## src/rtl/store_display_pacer.sv

```systemverilog
// Captures 16-bit stores to one MMIO address into a small FIFO and replays them
// on the display one at a time, each held for a fixed dwell so a human can read it.
module store_display_pacer #(
   parameter logic [31:0] MATCH_ADDR   = 32'h0000_1000,
   parameter int          DEPTH        = 8,
   parameter int          DWELL_CYCLES = 100_000_000
) (
   input  logic                     clk_i,
   input  logic                     rst_ni,
   input  logic                     wr_en_i,
   input  logic [31:0]              wr_addr_i,
   input  logic [31:0]              wr_data_i,
   input  logic                     skip_i,
   input  logic                     clr_ovf_i,
   output logic [15:0]              disp_value_o,
   output logic                     disp_valid_o,
   output logic [$clog2(DEPTH):0]   fifo_count_o,
   output logic                     overflow_o
);

   localparam int AW = $clog2(DEPTH);
   localparam int CW = $clog2(DWELL_CYCLES);
   localparam logic [CW-1:0] LAST = CW'(DWELL_CYCLES - 1);
   localparam logic [AW:0]   FULL = (AW + 1)'(DEPTH);

   typedef enum logic {IDLE, SHOW} state_t;

   state_t          state_q, state_d;
   logic [15:0]     mem_q [DEPTH];
   logic [AW-1:0]   wptr_q, rptr_q;
   logic [AW:0]     count_q, count_d;
   logic [CW-1:0]   cnt_q, cnt_d;
   logic [15:0]     value_q, value_d;
   logic            ovf_q, ovf_d;
   logic            push_req, push, pop, drop, nonempty, full, dwell_end;
   logic            unused_hi;

   assign unused_hi = ^wr_data_i[31:16];
   assign push_req  = wr_en_i && (wr_addr_i == MATCH_ADDR);
   assign nonempty  = (count_q != '0);
   assign full      = (count_q == FULL);

   always_comb begin
      state_d   = state_q;
      cnt_d     = cnt_q;
      value_d   = value_q;
      pop       = 1'b0;
      dwell_end = 1'b0;
      case (state_q)
         IDLE: begin
            if (nonempty) begin
               pop     = 1'b1;
               value_d = mem_q[rptr_q];
               cnt_d   = '0;
               state_d = SHOW;
            end
         end
         SHOW: begin
            dwell_end = skip_i || (cnt_q == LAST);
            if (dwell_end) begin
               cnt_d = '0;
               if (nonempty) begin
                  pop     = 1'b1;
                  value_d = mem_q[rptr_q];
               end else begin
                  state_d = IDLE;
               end
            end else begin
               cnt_d = cnt_q + 1'b1;
            end
         end
         default: state_d = IDLE;
      endcase

      // A pop on the same edge frees the slot, so a push into a full FIFO survives.
      push = push_req && (!full || pop);
      drop = push_req && full && !pop;

      count_d = count_q;
      case ({push, pop})
         2'b10:   count_d = count_q + 1'b1;
         2'b01:   count_d = count_q - 1'b1;
         default: count_d = count_q;
      endcase

      ovf_d = ovf_q;
      if (drop)
         ovf_d = 1'b1;
      else if (clr_ovf_i)
         ovf_d = 1'b0;
   end

   always_ff @(posedge clk_i or negedge rst_ni) begin
      if (!rst_ni) begin
         state_q <= IDLE;
         wptr_q  <= '0;
         rptr_q  <= '0;
         count_q <= '0;
         cnt_q   <= '0;
         value_q <= '0;
         ovf_q   <= 1'b0;
      end else begin
         state_q <= state_d;
         count_q <= count_d;
         cnt_q   <= cnt_d;
         value_q <= value_d;
         ovf_q   <= ovf_d;
         if (push) wptr_q <= wptr_q + 1'b1;
         if (pop)  rptr_q <= rptr_q + 1'b1;
      end
   end

   // Storage needs no reset: the pointers and count decide what is valid.
   always_ff @(posedge clk_i) begin
      if (push) mem_q[wptr_q] <= wr_data_i[15:0];
   end

   assign disp_value_o = value_q;
   assign disp_valid_o = (state_q == SHOW);
   assign fifo_count_o = count_q;
   assign overflow_o   = ovf_q;

endmodule

```

## config.mk

```make
export PLATFORM = sky130hd
export DESIGN_NAME = store_display_pacer
export DESIGN_NICKNAME = d
export VERILOG_FILES = /design/src/rtl/store_display_pacer.sv
export SDC_FILE = /design/constraint.sdc
export NUM_CORES = 1
export LEC_CHECK = 0
export CAP_MARGIN = 40
export CORE_ASPECT_RATIO = 0.6
export CORE_MARGIN = 10
export CORE_UTILIZATION = 55
export DETAILED_ROUTE_END_ITERATION = 10
export GPL_ROUTABILITY_DRIVEN = 0
export PLACE_DENSITY = 0.83
export REMOVE_ABC_BUFFERS = 1
export SYNTH_ARGS = -nofsm -noshare
export SYNTH_HDL_FRONTEND = slang
export SYNTH_SLANG_ARGS = --single-unit
```

## constraint.sdc

```tcl
create_clock -name clk_i -period 8.4 [get_ports clk_i]
set_input_delay 2.1 -clock clk_i [delete_from_list [all_inputs] [get_ports clk_i]]
set_output_delay 2.1 -clock clk_i [all_outputs]
set_load 0.1 [all_outputs]
```

Word-level counts from Yosys, hierarchy flattened
Memories as Yosys holds them, arrays and structs flattened.
Index checks and enable logic that the tools add are counted.
Widths: inputs -> output; s select.

word-level totals
  register bits after elaboration = 55
  bits in writable memories = 128
  memories = 1

cells by class
  add/subtract/negate cells = 5
  equal/unequal tests = 7
  multiplexer cells = 16
  bitwise operators = 1
  reduce and logical (&&, ||, !) cells = 11

memories
  name   words  bits a word  read ports  clocked after memory_dff  wr ports  RTL line  source
  mem_q  8      16           1           0                         1         29        logic [15:0] mem_q [DEPTH];

operators by type and width
  operator               count
  $mux 27                2
  $pmux 27 s2            1
  $eq 32x13->1 const B   1
  $mux 16                2
  $pmux 16 s2            1
  $add 27x1->27 const B  1
  $eq 27x27->1 const B   1
  $pmux 4 s2             1
  $mux 1                 7
  $add 3x1->3 const B    2
  $add 4x1->4 const B    1
  $eq 4x4->1 const B     1
  $logic_and 1x1->1      4
  $pmux 1 s2             2
  $reduce_bool 2->1      2
  $reduce_bool 4->1      1
  $sub 4x1->4 const B    1
  $eq 2x1->1 const B     1
  $eq 2x2->1 const B     1
  $logic_not 1->1        2
  $logic_or 1x1->1       2
  $ne 2x1->1 const B     1
  $ne 2x2->1 const B     1
  $not 1->1              1

Logic depth before layout (Yosys ltp)
  depth in word-level cells = 8
  gate-level depth with buffers = 11
  mapped depth without buffers = 11

Worst setup path before layout
Ideal clock, no wire load.

  path kind = input-to-reg
  start point = in wr_addr_i[16]
  end point = mem mem_q[0][0], enable pin
  library setup time = 430 ps
  data arrival time = 4,673 ps
  data required time = 7,970 ps
  slack = 3,297 ps
  stages on the path = 4
  path through = or3_1 -> nor4_1 -> o21ai_4 -> nor4_1

between the ends
  word-level cells in the longest chain between the ends = 5

RTL lines
  element                       RTL line  source
  start, declared               11        input logic [31:0] wr_addr_i,
  $eq 32x13->1                  39        assign push_req = wr_en_i && (wr_addr_i == MATCH_ADDR);
  $logic_and 1x1->1             39
  $logic_and 1x1->1             76        push = push_req && (!full || pop);
  $mux 1                        115       if (push) mem_q[wptr_q] <= wr_data_i[15:0];
  $mux 1 (not written as such)  115
  end, declared                 29

Every way passes these cells.

Worst setup path in the final report
  start point = in wr_addr_i[3]
  end point = mem mem_q[6][1], enable pin

Same word-level chain as after synthesis.

==> impl_metrics.prom <==
# TYPE chip_impl_metric gauge
chip_impl_info{name="run_status",value="finished clean"} 1
chip_impl_info{name="cp-start-kind",value="input port"} 1
chip_impl_metric{name="first_pass_detailed_route_iteration_total",unit=""} 6
chip_impl_metric{name="clkLatencyLatePin",unit="ns"} 0.43
chip_impl_metric{name="wirelength_met1",unit="um"} 7160
chip_impl_metric{name="power_density",unit="nW/um^2"} 317
chip_impl_metric{name="synth_edf_count",unit=""} 128
chip_impl_info{name="grt_setup_unrepaired",value="no"} 1
chip_impl_metric{name="fin_tns_setup",unit="ns"} 0
chip_impl_metric{name="drc_errors",unit=""} 0
chip_impl_metric{name="worst_ep_required_time",unit="ns"} 8.53
chip_impl_metric{name="placedCellCount",unit=""} 779
chip_impl_metric{name="cts_sinks",unit=""} 183
chip_impl_info{name="clock_tree.root_cell",value="sky130_fd_sc_hd__clkbuf_16"} 1
chip_impl_info{name="worstReg2RegEnd",value="fifo_count_o[3]$_DFFE_PN0P_"} 1
chip_impl_metric{name="avgSynthCellArea",unit="um^2"} 15.6
chip_impl_metric{name="p_leak",unit="nW"} 3.53
chip_impl_info{name="setup.worst_path.class",value="in2reg"} 1
chip_impl_metric{name="coreArea",unit="um^2"} 13700
chip_impl_metric{name="n_fill_cell",unit=""} 837
chip_impl_metric{name="clk_path_buf_depth",unit=""} 2
chip_impl_info{name="crit_path_end_kind",value="flip-flop"} 1
chip_impl_metric{name="std_cell_rows",unit=""} 33
chip_impl_metric{name="via_count_of_the_first_global_routing_pass",unit=""} 5177
chip_impl_metric{name="grt_start_max_net_pins",unit=""} 56
chip_impl_metric{name="cts_inserted_buffers",unit=""} 17
chip_impl_metric{name="post_cts_buffers",unit=""} 0
chip_impl_metric{name="skew",unit="ns"} 0.0110
chip_impl_metric{name="post_route_cells_drive_above_1_share",unit=""} 0.208
chip_impl_metric{name="finalHoldViolCount",unit=""} 0
chip_impl_info{name="crit_end",value="mem_q[6][1]$_DFFE_PP_"} 1
chip_impl_metric{name="number_of_failing_setup_endpoints_in_the_final_timing_report",unit=""} 0
chip_impl_info{name="crit_slowest_cell",value="sky130_fd_sc_hd__nor4_1"} 1
chip_impl_info{name="critical_path.cell_chain",value="clkdlybuf4s50_1 > nor4_1 > nand4_1 > nor4_1 > o21ai_4 > or2_4 > nor2_1 > buf_4"} 1
chip_impl_info{name="routed.top_layer",value="met4"} 1
chip_impl_metric{name="postRouteAntennaNets",unit=""} 0
chip_impl_metric{name="grt_pass1_wl",unit="um"} 28200
chip_impl_metric{name="worst_supply_voltage_drop_on_vdd",unit="mV"} 0.197
chip_impl_metric{name="async_flop_share",unit=""} 0.301
chip_impl_info{name="most_common_cell_after_layout_fill_and_taps_aside",value="sky130_fd_sc_hd__edfxtp_1"} 1
chip_impl_metric{name="instance_count_of_the_mapped_netlist",unit=""} 498
chip_impl_metric{name="viasPerCell",unit=""} 6.14
chip_impl_metric{name="final_net_count",unit=""} 681
chip_impl_metric{name="syn-cell-area",unit="um^2"} 7750
chip_impl_metric{name="die_h",unit="um"} 112
chip_impl_metric{name="grt_antenna_before_repair",unit=""} 0
chip_impl_metric{name="final_cell_count_no_fill",unit=""} 811
chip_impl_metric{name="diode_count",unit=""} 0
chip_impl_metric{name="area_growth_from_synthesis_to_layout",unit="%"} 25.9
chip_impl_metric{name="cts_hold_buf",unit=""} 0
chip_impl_metric{name="cpPeakStageDelay",unit="ns"} 0.67
chip_impl_metric{name="cts_htree_levels",unit=""} 4
chip_impl_info{name="synth-main-ff-cell",value="sky130_fd_sc_hd__edfxtp_1"} 1
chip_impl_metric{name="die_area",unit="um^2"} 19400
chip_impl_metric{name="post-route-period-util",unit=""} 0.601
chip_impl_info{name="min-delay-path-class",value="reg2reg"} 1
chip_impl_metric{name="design_power_total",unit="W"} 0.00309
chip_impl_metric{name="tightest_slew_margin_relative_to_the_limit",unit=""} 0.470
chip_impl_metric{name="hpwlAfterDp",unit="um"} 11200
chip_impl_metric{name="critical_path_arrival",unit="ns"} 5.18
chip_impl_metric{name="critical_path_peak_fanout",unit=""} 11
chip_impl_metric{name="dr_total_vias",unit=""} 4983
chip_impl_metric{name="wl_met2",unit="um"} 8550
chip_impl_metric{name="number_of_drc_violations_after_detailed_routing_iteration_0",unit=""} 656
chip_impl_metric{name="netlist-cell-type-count",unit=""} 60
chip_impl_metric{name="final-max-slew-violation-count",unit=""} 0
chip_impl_metric{name="timing.max_cap.violations",unit=""} 0
chip_impl_metric{name="initial_core_util",unit=""} 0.565
chip_impl_metric{name="ctsResizeCount",unit=""} 0
chip_impl_info{name="worst_r2r_startpoint",value="cnt_q[0]$_DFFE_PN0P_"} 1
chip_impl_metric{name="ys_seq_area_frac",unit=""} 0.674
chip_impl_metric{name="die-width",unit="um"} 173
chip_impl_metric{name="drt-total-wl",unit="um"} 17600
chip_impl_metric{name="rr_worst_depth",unit=""} 11
chip_impl_metric{name="boundary_pin_count",unit=""} 91
chip_impl_info{name="timing.critical_path.mode_cell",value="sky130_fd_sc_hd__nor4_1"} 1
chip_impl_metric{name="detailroute.wirelength.met3",unit="um"} 1510
chip_impl_metric{name="tightest_slew",unit="ns"} 0.794
chip_impl_metric{name="clock.fmax",unit="MHz"} 198
chip_impl_info{name="layout_common_cells",value="128 x sky130_fd_sc_hd__edfxtp_1, 73 x sky130_fd_sc_hd__clkdlybuf4s50_1, 54 x sky130_fd_sc_hd__dfrtp_1"} 1
chip_impl_metric{name="synth.ff_latch_count",unit=""} 183
chip_impl_metric{name="grt.total_usage",unit=""} 0.185
chip_impl_metric{name="detail_route.wl_per_cell",unit="um"} 21.7
chip_impl_metric{name="port-buffer-count",unit=""} 74
chip_impl_metric{name="finalCriticalPeriod",unit="ns"} 5.05
chip_impl_info{name="crit_path_start",value="wr_addr_i[3]"} 1
chip_impl_info{name="tritoncts",value="built"} 1
chip_impl_metric{name="grt.overflow.total",unit=""} 0
chip_impl_metric{name="clkTransAtPathRegs",unit="ns"} 0.07
chip_impl_metric{name="synth-warning-count",unit=""} 0
chip_impl_metric{name="worst-r2r-setup-slack",unit="ns"} 5.20
==> where the power goes <==
group	leakage, nW	internal [W]	switching [W]
clock network	0.286	0.000408	0.000384
logic	1.39	0.000501	0.000683
registers	1.86	0.00103	0.0000905
total	3.53	0.00194	0.00116
==> registers in the layout (all words and copies together), names as in the netlist <==
name          flops
disp_valid_o      1
rptr_q            3
cnt_q            27
mem_q           128
overflow_o        1
wptr_q            3
fifo_count_o      4
disp_value_o     16
==> routing by layer <==
layer  GRT usage  vias up
met4      0.0641        0
met1       0.236     2486
met5           0        -
met2       0.302      288
li1            -     2177
met3      0.0493       32
==> synth_stat cells, drive strengths merged (2+ instances only) <==
cell,instances,area share
ha,5,0.0081
clkbuf,6,0.0029
xor2,2,0.0023
nor2b,2,0.0016
nand3,14,0.0090
xnor2,6,0.0068
nor4b,4,0.0081
a31oi,8,0.0084
mux2,2,0.0029
nand2b,7,0.0057
nand4,6,0.0048
o31ai,7,0.0068
and4,6,0.0074
dfrtp,55,0.18
mux4,32,0.093
nor4,11,0.011
o21ai,52,0.035
a21oi,9,0.0058
inv,9,0.0044
nor2,7,0.0040
mux2i,16,0.021
or3,3,0.0024
and2,5,0.0040
edfxtp,128,0.50
a21o,3,0.0029
or2,2,0.0019
o211ai,3,0.0036
buf,18,0.015
nor3,7,0.0058
nand2,46,0.023
and3,5,0.0047
==> logic make-up (layout without fill, tap and decap cells) <==
| kind of cell | after synthesis | after routing | share of synthesized area |
|---|---|---|---|
| AO/OA/AOI/OAI | 91 | 91 | 0.0725 |
| XOR/XNOR | 8 | 8 | 0.00904 |
| adder cells (fa/ha/maj) | 6 | 6 | 0.0107 |
| buffers and inverters | 33 | 154 | 0.0224 |
| flip-flops | 183 | 183 | 0.674 |
| multiplexers | 50 | 50 | 0.117 |
| AND/OR/NAND/NOR | 127 | 127 | 0.0953 |
==> per-stage QoR <==
step	cell area (um^2)	util	setup slack, ns	hold WS (ns)
floorplan	7610	-	3.19	0.440
global placement	8700	0.635	2.82	0.459
detailed placement	9160	0.668	2.98	0.465
CTS	9760	0.712	3.33	0.475
global route	9760	0.712	3.18	0.510
finish	9760	0.712	3.35	0.478
==> cell type report <==
class | count | area [um^2] | area share
sequential | 183 | 5220 | 0.535
multi-input combinational | 282 | 2410 | 0.247
timing repair buffer | 113 | 1250 | 0.128
clock buffer | 18 | 439 | 0.0450
tap | 192 | 240 | 0.0246
clock inverter | 14 | 160 | 0.0164
inverter | 9 | 33.8 | 0.00346
==> critical path: cells and delay by family <==
family,cells,cell delay (ns)
AO/OA/AOI/OAI,1,0.28
AND/OR/NAND/NOR,5,2.02
buffers and inverters,2,0.76
==> how the worst min path moves through the flow <==
stage                            startpoint                            to  cells past startpoint
2_1_floorplan         cnt_q[24]$_DFFE_PN0P_         cnt_q[24]$_DFFE_PN0P_                      1
3_3_place_gp          cnt_q[24]$_DFFE_PN0P_         cnt_q[24]$_DFFE_PN0P_                      1
3_5_place_dp          cnt_q[24]$_DFFE_PN0P_         cnt_q[24]$_DFFE_PN0P_                      1
4_1_cts               cnt_q[24]$_DFFE_PN0P_         cnt_q[24]$_DFFE_PN0P_                      1
5_1_grt        disp_value_o[12]$_DFFE_PN0P_  disp_value_o[12]$_DFFE_PN0P_                      2
6_report              cnt_q[24]$_DFFE_PN0P_         cnt_q[24]$_DFFE_PN0P_                      1
No activity file was read; power rests on OpenSTA's default activity.
